<file path="config.mk">
export PLATFORM = sky130hd
export DESIGN_NAME = key_event_sched
export DESIGN_NICKNAME = d
export VERILOG_FILES = /design/src/rtl/key_event_sched.sv
export SDC_FILE = /design/constraint.sdc
export NUM_CORES = 1
export LEC_CHECK = 0
export CORE_ASPECT_RATIO = 0.6
export CORE_MARGIN = 1
export CORE_UTILIZATION = 47
export CTS_CLUSTER_SIZE = 10
export DETAILED_ROUTE_END_ITERATION = 7
export PLACE_DENSITY_LB_ADDON = 0.12
export SYNTH_ARGS = -nofsm -noshare
export SYNTH_HDL_FRONTEND = slang
export SYNTH_SLANG_ARGS = --single-unit
</file>
<file path="constraint.sdc">
create_clock -name clk -period 2.3 [get_ports clk]
set_input_delay 0.69 -clock clk [delete_from_list [all_inputs] [get_ports clk]]
set_output_delay 0.69 -clock clk [all_outputs]
set_load 0.005 [all_outputs]
</file>
<file path="src/rtl/key_event_sched.sv">
// key_event_sched: per-key PRESS/LONG/REPEAT/RELEASE classifier
// sharing one event channel via round-robin arbiter and FIFO.
module key_event_sched #(
  parameter int N_KEYS     = 4,
  parameter int KEY_W      = 2,
  parameter int CNT_W      = 26,
  parameter int LONG_CYC   = 50_000_000,
  parameter int REPEAT_CYC = 10_000_000,
  parameter int FIFO_DEPTH = 4
) (
  input  logic              clk,
  input  logic              n_rst,
  input  logic [N_KEYS-1:0] key_lvl,
  output logic              ev_valid,
  output logic [KEY_W-1:0]  ev_key,
  output logic [1:0]        ev_code,
  input  logic              ev_ready,
  output logic              ovf,
  input  logic              ovf_clr
);

  localparam int AW = $clog2(FIFO_DEPTH);
  localparam int EW = KEY_W + 2;

  localparam logic [CNT_W-1:0] LONG_M1 =
    CNT_W'(LONG_CYC - 1);
  localparam logic [CNT_W-1:0] RPT_M1 =
    CNT_W'(REPEAT_CYC - 1);
  localparam logic [CNT_W-1:0] CNT_ONE = CNT_W'(1);
  localparam logic [AW:0] FULL_CNT = (AW+1)'(FIFO_DEPTH);
  localparam logic [AW:0] FCNT_ONE = (AW+1)'(1);
  localparam logic [AW-1:0] PTR_ONE = AW'(1);

  localparam logic [1:0] C_PRESS   = 2'b00;
  localparam logic [1:0] C_LONG    = 2'b01;
  localparam logic [1:0] C_REPEAT  = 2'b10;
  localparam logic [1:0] C_RELEASE = 2'b11;

  localparam logic [1:0] S_IDLE = 2'd0;
  localparam logic [1:0] S_HELD = 2'd1;
  localparam logic [1:0] S_RPT  = 2'd2;

  logic [N_KEYS-1:0] key_d;
  logic [N_KEYS-1:0] rise;
  logic [1:0]        st_q  [N_KEYS];
  logic [1:0]        st_d  [N_KEYS];
  logic [CNT_W-1:0]  cnt_q [N_KEYS];
  logic [CNT_W-1:0]  cnt_d [N_KEYS];

  logic [N_KEYS-1:0] emit;
  logic [1:0]        ecode [N_KEYS];
  logic [N_KEYS-1:0] pend_q;
  logic [1:0]        pcode_q [N_KEYS];
  logic [N_KEYS-1:0] gnt_oh;
  logic [N_KEYS-1:0] drop;

  logic [KEY_W-1:0]  last_q;
  logic [KEY_W-1:0]  gnt_idx;
  logic              gnt_vld;
  logic              can_acc;
  logic              push;
  logic              pop;

  logic [EW-1:0]     mem [FIFO_DEPTH];
  logic [AW-1:0]     wptr;
  logic [AW-1:0]     rptr;
  logic [AW:0]       fcnt;

  assign rise = key_lvl & ~key_d;

  // Per-key level history, FSM state and hold counter.
  always_ff @(posedge clk or negedge n_rst) begin
    if (!n_rst) begin
      key_d <= '0;
      for (int k = 0; k < N_KEYS; k++) begin
        st_q[k]  <= S_IDLE;
        cnt_q[k] <= '0;
      end
    end else begin
      key_d <= key_lvl;
      for (int k = 0; k < N_KEYS; k++) begin
        st_q[k]  <= st_d[k];
        cnt_q[k] <= cnt_d[k];
      end
    end
  end

  // Next state and counter; release beats thresholds.
  always_comb begin
    for (int k = 0; k < N_KEYS; k++) begin
      st_d[k]  = st_q[k];
      cnt_d[k] = cnt_q[k];
      case (st_q[k])
        S_IDLE: begin
          if (rise[k]) begin
            st_d[k]  = S_HELD;
            cnt_d[k] = '0;
          end
        end
        S_HELD: begin
          if (!key_lvl[k]) begin
            st_d[k] = S_IDLE;
          end else if (cnt_q[k] == LONG_M1) begin
            st_d[k]  = S_RPT;
            cnt_d[k] = '0;
          end else begin
            cnt_d[k] = cnt_q[k] + CNT_ONE;
          end
        end
        S_RPT: begin
          if (!key_lvl[k]) begin
            st_d[k] = S_IDLE;
          end else if (cnt_q[k] == RPT_M1) begin
            cnt_d[k] = '0;
          end else begin
            cnt_d[k] = cnt_q[k] + CNT_ONE;
          end
        end
        default: st_d[k] = S_IDLE;
      endcase
    end
  end

  // Event emitted by each key this cycle.
  always_comb begin
    for (int k = 0; k < N_KEYS; k++) begin
      emit[k]  = 1'b0;
      ecode[k] = C_PRESS;
      case (st_q[k])
        S_IDLE: begin
          if (rise[k]) begin
            emit[k]  = 1'b1;
            ecode[k] = C_PRESS;
          end
        end
        S_HELD: begin
          if (!key_lvl[k]) begin
            emit[k]  = 1'b1;
            ecode[k] = C_RELEASE;
          end else if (cnt_q[k] == LONG_M1) begin
            emit[k]  = 1'b1;
            ecode[k] = C_LONG;
          end
        end
        S_RPT: begin
          if (!key_lvl[k]) begin
            emit[k]  = 1'b1;
            ecode[k] = C_RELEASE;
          end else if (cnt_q[k] == RPT_M1) begin
            emit[k]  = 1'b1;
            ecode[k] = C_REPEAT;
          end
        end
        default: ;
      endcase
    end
  end

  assign pop     = ev_valid & ev_ready;
  assign can_acc = (fcnt != FULL_CNT) | pop;
  assign push    = gnt_vld;

  // Round-robin search starting after the last grant.
  always_comb begin
    int j;
    logic [KEY_W-1:0] idx;
    j       = 0;
    idx     = '0;
    gnt_vld = 1'b0;
    gnt_idx = '0;
    for (int i = 1; i <= N_KEYS; i++) begin
      j = int'(last_q) + i;
      if (j >= N_KEYS) j = j - N_KEYS;
      idx = KEY_W'(j);
      if (can_acc && !gnt_vld && pend_q[idx]) begin
        gnt_vld = 1'b1;
        gnt_idx = idx;
      end
    end
  end

  // One-hot view of the grant for the slot logic.
  always_comb begin
    gnt_oh = '0;
    for (int k = 0; k < N_KEYS; k++) begin
      gnt_oh[k] = gnt_vld && (gnt_idx == KEY_W'(k));
    end
  end

  assign drop = emit & pend_q & ~gnt_oh;

  // Pending slots and arbiter pointer.
  always_ff @(posedge clk or negedge n_rst) begin
    if (!n_rst) begin
      pend_q <= '0;
      last_q <= KEY_W'(N_KEYS - 1);
      for (int k = 0; k < N_KEYS; k++) begin
        pcode_q[k] <= C_PRESS;
      end
    end else begin
      for (int k = 0; k < N_KEYS; k++) begin
        if (emit[k] && (!pend_q[k] || gnt_oh[k])) begin
          pend_q[k]  <= 1'b1;
          pcode_q[k] <= ecode[k];
        end else if (gnt_oh[k]) begin
          pend_q[k] <= 1'b0;
        end
      end
      if (gnt_vld) last_q <= gnt_idx;
    end
  end

  // Sticky overflow; a new drop outranks the clear.
  always_ff @(posedge clk or negedge n_rst) begin
    if (!n_rst) begin
      ovf <= 1'b0;
    end else if (|drop) begin
      ovf <= 1'b1;
    end else if (ovf_clr) begin
      ovf <= 1'b0;
    end
  end

  // Event FIFO storage, pointers and occupancy.
  always_ff @(posedge clk or negedge n_rst) begin
    if (!n_rst) begin
      wptr <= '0;
      rptr <= '0;
      fcnt <= '0;
      for (int i = 0; i < FIFO_DEPTH; i++) begin
        mem[i] <= '0;
      end
    end else begin
      if (push) begin
        mem[wptr] <= {gnt_idx, pcode_q[gnt_idx]};
        wptr      <= wptr + PTR_ONE;
      end
      if (pop) rptr <= rptr + PTR_ONE;
      case ({push, pop})
        2'b10:   fcnt <= fcnt + FCNT_ONE;
        2'b01:   fcnt <= fcnt - FCNT_ONE;
        default: ;
      endcase
    end
  end

  assign ev_valid          = (fcnt != '0);
  assign {ev_key, ev_code} = mem[rptr];

endmodule

</file>
# [After elaboration in Yosys (flattened, before gate mapping)]
# Cells that the tools add are included.
[totals] ff_bits=154 in_bits=8 out_inout_bits=6 wordCells=286
[op_classes] addsub=16 n_lt_le_gt_ge=12 n_eq_ne=42 mux=128 n_bitwise=10 n_reduce_logical=52
[ops] operator="two-way mux 26 bit" n=20
[ops] operator="case mux 26 bit (3 select lines)" n=4
[ops] operator="adder 26 x 1 -> 26 bit (second input constant)" n=4
[ops] operator="equality test 26 x 24 -> 1 bit (second input constant)" n=4
[ops] operator="equality test 26 bit (second input constant)" n=4
[ops] operator="two-way mux 2 bit" n=38
[ops] operator="two-way mux 1 bit" n=42
[ops] operator="inequality test 2 bit (second input constant)" n=16
[ops] operator="case mux 2 bit (3 select lines)" n=4
[ops] operator="greater-or-equal comparator 3 bit (second input constant)" n=6
[ops] operator="bitwise mux 16 bit" n=1
[ops] operator="logical AND 1 bit" n=16
[ops] operator="case mux 2 bit (2 select lines)" n=4
[ops] operator="AND reduction 4 bit" n=4
[ops] operator="inequality test 3 bit (second input constant)" n=5
[ops] operator="nonzero test 3 bit" n=5
[ops] operator="equality test 2 bit (second input constant)" n=7
[ops] operator="AND 4 bit" n=3
[ops] operator="equality test 2 x 1 -> 1 bit (second input constant)" n=6
[ops] operator="less-than comparator 2 x 3 -> 1 bit (second input constant)" n=4
[ops] operator="two-way mux 4 bit" n=3
[ops] operator="case mux 1 bit (3 select lines)" n=4
[ops] operator="AND reduction 3 bit" n=4
[ops] operator="nonzero test 2 bit" n=6
[ops] operator="other kinds (22)" n=46

# [Longest topological paths before layout]
[logic_depth] word_depth=25 mapped_depth=10

# [Worst setup path before layout]
# OpenSTA, ideal clock, no wires.
[synth_timing] path_kind="in2reg" startpoint="input port ev_ready" endpoint="register fcnt[2]" arrival_time_ps=2705 slack_ps=-484 cell_stages=10 n_path_buf=1 path_cell_list="or4b_2 o31a_1 clkbuf_1 inv_1 ha_1 inv_1 fa_1 xor2_1 nor2_1 xor2_1"
[synth_via] elab_chain_len=18 word_cells_on_any_way=20 cone_classes="eq/ne (2); mux (5); bitwise (2); reduce/logical (11)"
[synth_rtl] item="start: declaration" line="17" text="input logic ev_ready,"
[synth_rtl] item="AND 1 bit *" line="159" text="assign pop = ev_valid & ev_ready;"
[synth_rtl] item="bitwise OR 1 bit" line="160" text="assign can_acc = (fcnt != FULL_CNT) | pop;"
[synth_rtl] item="logical AND 1 bit" line="175" text="if (can_acc && !gnt_vld && pend_q[idx]) begin"
[synth_rtl] item="two-way mux 1 bit" line="175"
[synth_rtl] item="logical NOT 1 bit" line="175"
[synth_rtl] item="logical AND 1 bit (2 in a row)" line="175"
[synth_rtl] item="two-way mux 1 bit" line="175"
[synth_rtl] item="logical NOT 1 bit" line="175"
[synth_rtl] item="logical AND 1 bit (2 in a row)" line="175"
[synth_rtl] item="two-way mux 1 bit" line="175"
[synth_rtl] item="logical NOT 1 bit" line="175"
[synth_rtl] item="logical AND 1 bit (2 in a row)" line="175"
[synth_rtl] item="two-way mux 1 bit" line="175"
[synth_rtl] item="equality test 2 x 1 -> 1 bit / equality test 2 bit (equally long branches)" line="239" text="case ({push, pop})"
[synth_rtl] item="case mux 3 bit (2 select lines) / nonzero test 2 bit (equally long branches)"
[synth_rtl] item="end signal: assignment" line="240" text="2'b10: fcnt <= fcnt + FCNT_ONE;"
[synth_rtl] item="end signal: assignment" line="241" text="2'b01: fcnt <= fcnt - FCNT_ONE;"
[synth_rtl] item="end: declaration" line="67" text="logic [AW:0] fcnt;"
# Mark *: on every way between the ends. The rest lies on a longest branch, timed or not.
# A chain may end at the register's enable or synchronous reset.

# [Worst setup path in the final report]
[layout_timing] startpoint="register cnt_q[7] (netlist bit)" endpoint="register cnt_q[13] (netlist bit)"
[layout_via] elab_chain_len=4 word_cells_on_any_way=8 cone_classes="add/sub (1); eq/ne (2); mux (5)"
[layout_rtl] item="start: declaration" line="47" text="logic [CNT_W-1:0] cnt_q [N_KEYS];"
[layout_rtl] item="start signal: indexed assignment" line="83" text="cnt_q[k] <= cnt_d[k];"
[layout_rtl] item="adder 26 x 1 -> 26 bit (tied with other cells)" line="107, 116"
[layout_rtl] item="two-way mux 26 bit (on tied branches)" line="113, 103"
[layout_rtl] item="two-way mux 26 bit (on tied branches)" line="111, 101"
[layout_rtl] item="case mux 26 bit (3 select lines) *" line="93" text="case (st_q[k])"
# Mark *: on every way between the ends. The rest lies on a longest branch, timed or not. The select of a mux whose other input is x is not followed.

==> results.py <==
metrics = {
    "synth": {
        "ys_seq_elements": 154,
        "ys_seq_area_share_pct": 44.6,
        "syn_area_per_cell_um2": 9.31,
        "yosys-top-cells-area": "dfrtp_1 44%, nor2_1 4.9%, nand2_1 4.1%, ha_1 3.6%, xor2_1 3.4%",
        "syn_inst": 929,
        "yosysTopAreaCell": "dfrtp_1",
        "synth_area_mm2": 0.00865,
        "syn_nets": 963,
        "synthArstFlopShare_pct": 100,
        "synth_top_area_share_pct": 44.0,
        "synth_edf_count": 0,
        "synthFlopType": "dfrtp_1",
        "yosys.cell_types.count": 76,
        "yosysWarnings": 0,
    },
    "critical_path": {
        "worstPathArrival_ps": 2710,
        "slowest_delay_ps": 510,
        "cp-start-kind": "flip-flop",
        "crit_buf_inv": 1,
        "cp.required_ps": 2610,
        "r2r-end": "cnt_q[13]",
        "reg2regPathDepth": 7,
        "cp_cell_sequence": "or4b_1, or4_4, o21a_4, o21ai_4, buf_12, o21ai_1, a22o_1",
        "path_class": "reg2reg",
        "cp_top_family": "simple AND/OR/NAND/NOR gates",
        "reg2reg_setup_slack_ps": -100,
        "r2r-start": "cnt_q[7]",
        "cp_max_fo": 9,
        "slowest_stage": "or4b_1",
        "crit_path_end_kind": "flip-flop",
    },
    "pwr": {
        "combinationalPowerShare_pct": 47.2,
        "switchingPower_mw": 4.55,
        "p_leak_nw": 4.98,
        "power_mw": 12.2,
        "pwr-share-seq_pct": 28.6,
        "power_density_mw_per_mm2": 1080,
        "pwr-share-clk_pct": 24.1,
        "netSwitchingFraction_pct": 37.2,
        "ir_drop_mv": 0.784,
        "intPower_mw": 7.67,
    },
    "routing": {
        "vias_per_cell": 5.49,
        "dr_total_vias": 7530,
        "ant_nets": 0,
        "drc": 0,
        "dr.pass1.iters": 5,
        "drt_iter0_drc": 571,
        "routedWlPerCell_um": 16.3,
        "drt_wl_total_um": 22300,
    },
    "floorplan": {
        "start_util_pct": 49.3,
        "io_pins": 14,
        "core_mm2": 0.0175,
        "die_height_um": 107,
        "die_w_um": 177,
        "rows": 37,
        "die_area_mm2": 0.0190,
    },
    "sta": {
        "fin_skew_ps": 7.16,
        "setup_viol": 24,
        "setup_ws_ps": -95.6,
        "fmax_mhz": 417,
        "maxSlewHeadroom_pct": 65.4,
        "post-route-min-period_ps": 2400,
        "fin_crit_sh_pct": 104,
        "finalHoldViolCount": 0,
        "rsz0062_at_grt": "yes",
        "slew_viol_final": 0,
        "max_slew.worst_pin.slew_ps": 512,
    },
    "global_routing": {
        "grt_antenna_before_repair": 0,
        "grt_use_total_pct": 25.2,
        "grt_pass1_vias": 7244,
        "use_met3_pct": 5.92,
        "grt_max_degree": 44,
        "grt.busiest_layer": "met1",
        "grt_pass1_wl_um": 37200,
        "grt_overflow": 0,
        "grt.met1_usage_pct": 41.2,
        "use_met2_pct": 32.1,
    },
    "placed_design": {
        "pre_cts_slack_ps": -580,
        "hpwl_um": 15600,
        "port_buffers": 13,
        "dpl_cell_area_mm2": 0.0103,
        "gp_congestion": 0.878,
    },
    "run_status": {
        "status": "complete, but fails checks",
        "violations": "setup timing",
    },
    "final_layout": {
        "syn2layout_area_growth_pct": 31.0,
        "final_common_cell": "buf_4",
        "layout_common_cells": "170 x buf_4, 151 x dfrtp_1, 97 x nor2_1",
        "diodes": 0,
        "multi_input_comb_area_mm2": 0.00487,
        "drive_gt1_share_pct": 26.9,
        "nets": 1160,
        "final_util_pct": 64.5,
        "regArea_mm2": 0.00386,
        "fill_cells": 1478,
        "final_cell_area_mm2": 0.0113,
    },
    "clocking": {
        "cts_tree": "built",
        "cts_hold_buf": 0,
        "clkTransAtPathRegs_ps": 60,
        "clock_latency_ps": 430,
        "cts_root_buf": "clkbuf_16",
        "cts_max_level": 4,
        "cts_buffers": 17,
        "clockBufferDepth": 2,
        "clkSinkCount": 154,
    },
    "run": {
        "maxCapViolCount": 0,
    },
    "min_path": {
        "min_path_type": "in2async",
    },
}
flip-flops by register name (all words and copies together) (netlist names):
| register | cells |
|---|---|
| pend_q | 4 |
| rptr | 2 |
| wptr | 2 |
| ovf | 1 |
| cnt_q | 104 |
| st_q | 8 |
| mem | 16 |
| key_d | 4 |
| fcnt | 3 |
| pcode_q | 8 |
| last_q | 2 |
per-stage QoR:
| step | hold WS [ps] | std cells | setup TNS, ps |
|---|---|---|---|
| floorplan | 394 | 929 | -208 |
| detailed placement | 469 | 1320 | -31870 |
| global placement | 458 | 1320 | -27270 |
| CTS | 201 | 1364 | -752 |
| global route | 204 | 1372 | -2880 |
| finish | 182 | 1372 | -922 |
worst register-to-register path, stage by stage (launching register included):
cell and delay [ps]:
dfrtp_1 370, or4b_1 510, or4_4 470, o21a_4 250, o21ai_4 220, buf_12 160, o21ai_1 70, a22o_1 240
synthesized netlist by cell type (9+ instances only):
| library cell | number |
|---|---|
| dfrtp_1 | 152 |
| ha_1 | 25 |
| nor3_1 | 27 |
| mux2i_1 | 9 |
| xnor2_1 | 32 |
| o21a_1 | 11 |
| nor2b_1 | 9 |
| inv_1 | 47 |
| nor2_1 | 112 |
| nor4_1 | 21 |
| nand3_1 | 49 |
| nand2b_1 | 13 |
| o21ai_0 | 50 |
| a21oi_1 | 22 |
| nand2_1 | 94 |
| a22o_1 | 15 |
| xor2_1 | 34 |
| a21o_1 | 17 |
| nand4_1 | 23 |
worst max path at each step:
stage | from | end | slack (ps) | depth (start not counted)
2_1_floorplan | ev_ready | fcnt[2] | -160 | 10
3_3_place_gp | ev_ready | fcnt[2] | -550 | 10
3_5_place_dp | ev_ready | fcnt[2] | -580 | 10
4_1_cts | cnt_q[7] | cnt_q[7] | -90 | 6
5_1_grt | cnt_q[7] | cnt_q[13] | -160 | 7
6_report | cnt_q[7] | cnt_q[13] | -100 | 7
per-layer routing:
layer  wire, um  up-vias
met5          0        -
met4        197        0
met3       1350       15
met2       8490      188
met1      12300     3606
li1           -     3721
logic make-up (layout without fill, tap and decap cells):
| kind of cell | Yosys count | after routing | share of synthesized area, % |
|---|---|---|---|
| adder cells (fa/ha/maj) | 26 | 26 | 3.85 |
| multiplexers | 20 | 20 | 3.00 |
| buffers and inverters | 65 | 270 | 3.15 |
| flip-flops | 154 | 154 | 44.6 |
| AND/OR/NAND/NOR | 424 | 427 | 25.2 |
| XOR/XNOR | 66 | 66 | 6.69 |
| AO/OA/AOI/OAI | 174 | 175 | 13.5 |
final cells by class:
cell class	instances	share of cell area, %
inverter	48	1.61
clock inverter	7	0.994
multi-input combinational	714	43.0
timing repair buffer	191	13.3
sequential	154	34.1
tap	234	2.59
clock buffer	24	4.43
power by group through the flow:
stage	clock [mW]	combinational, mW	sequential, mW
2_1_floorplan	0	3.06	3.43
3_3_place_gp	0	4.89	3.54
3_5_place_dp	0	4.95	3.54
4_1_cts	2.99	5.39	3.48
5_1_grt	3.11	6.32	3.55
6_report	2.95	5.77	3.50
timing repair:
action | in CTS | in global routing
gates resized for setup | 49 | 50
setup endpoints to repair | 67 | 112
buffers inserted | 9 | 8
gates cloned | 4 | 0
pin swaps | 15 | 33
(Power assumes the default switching activity.)
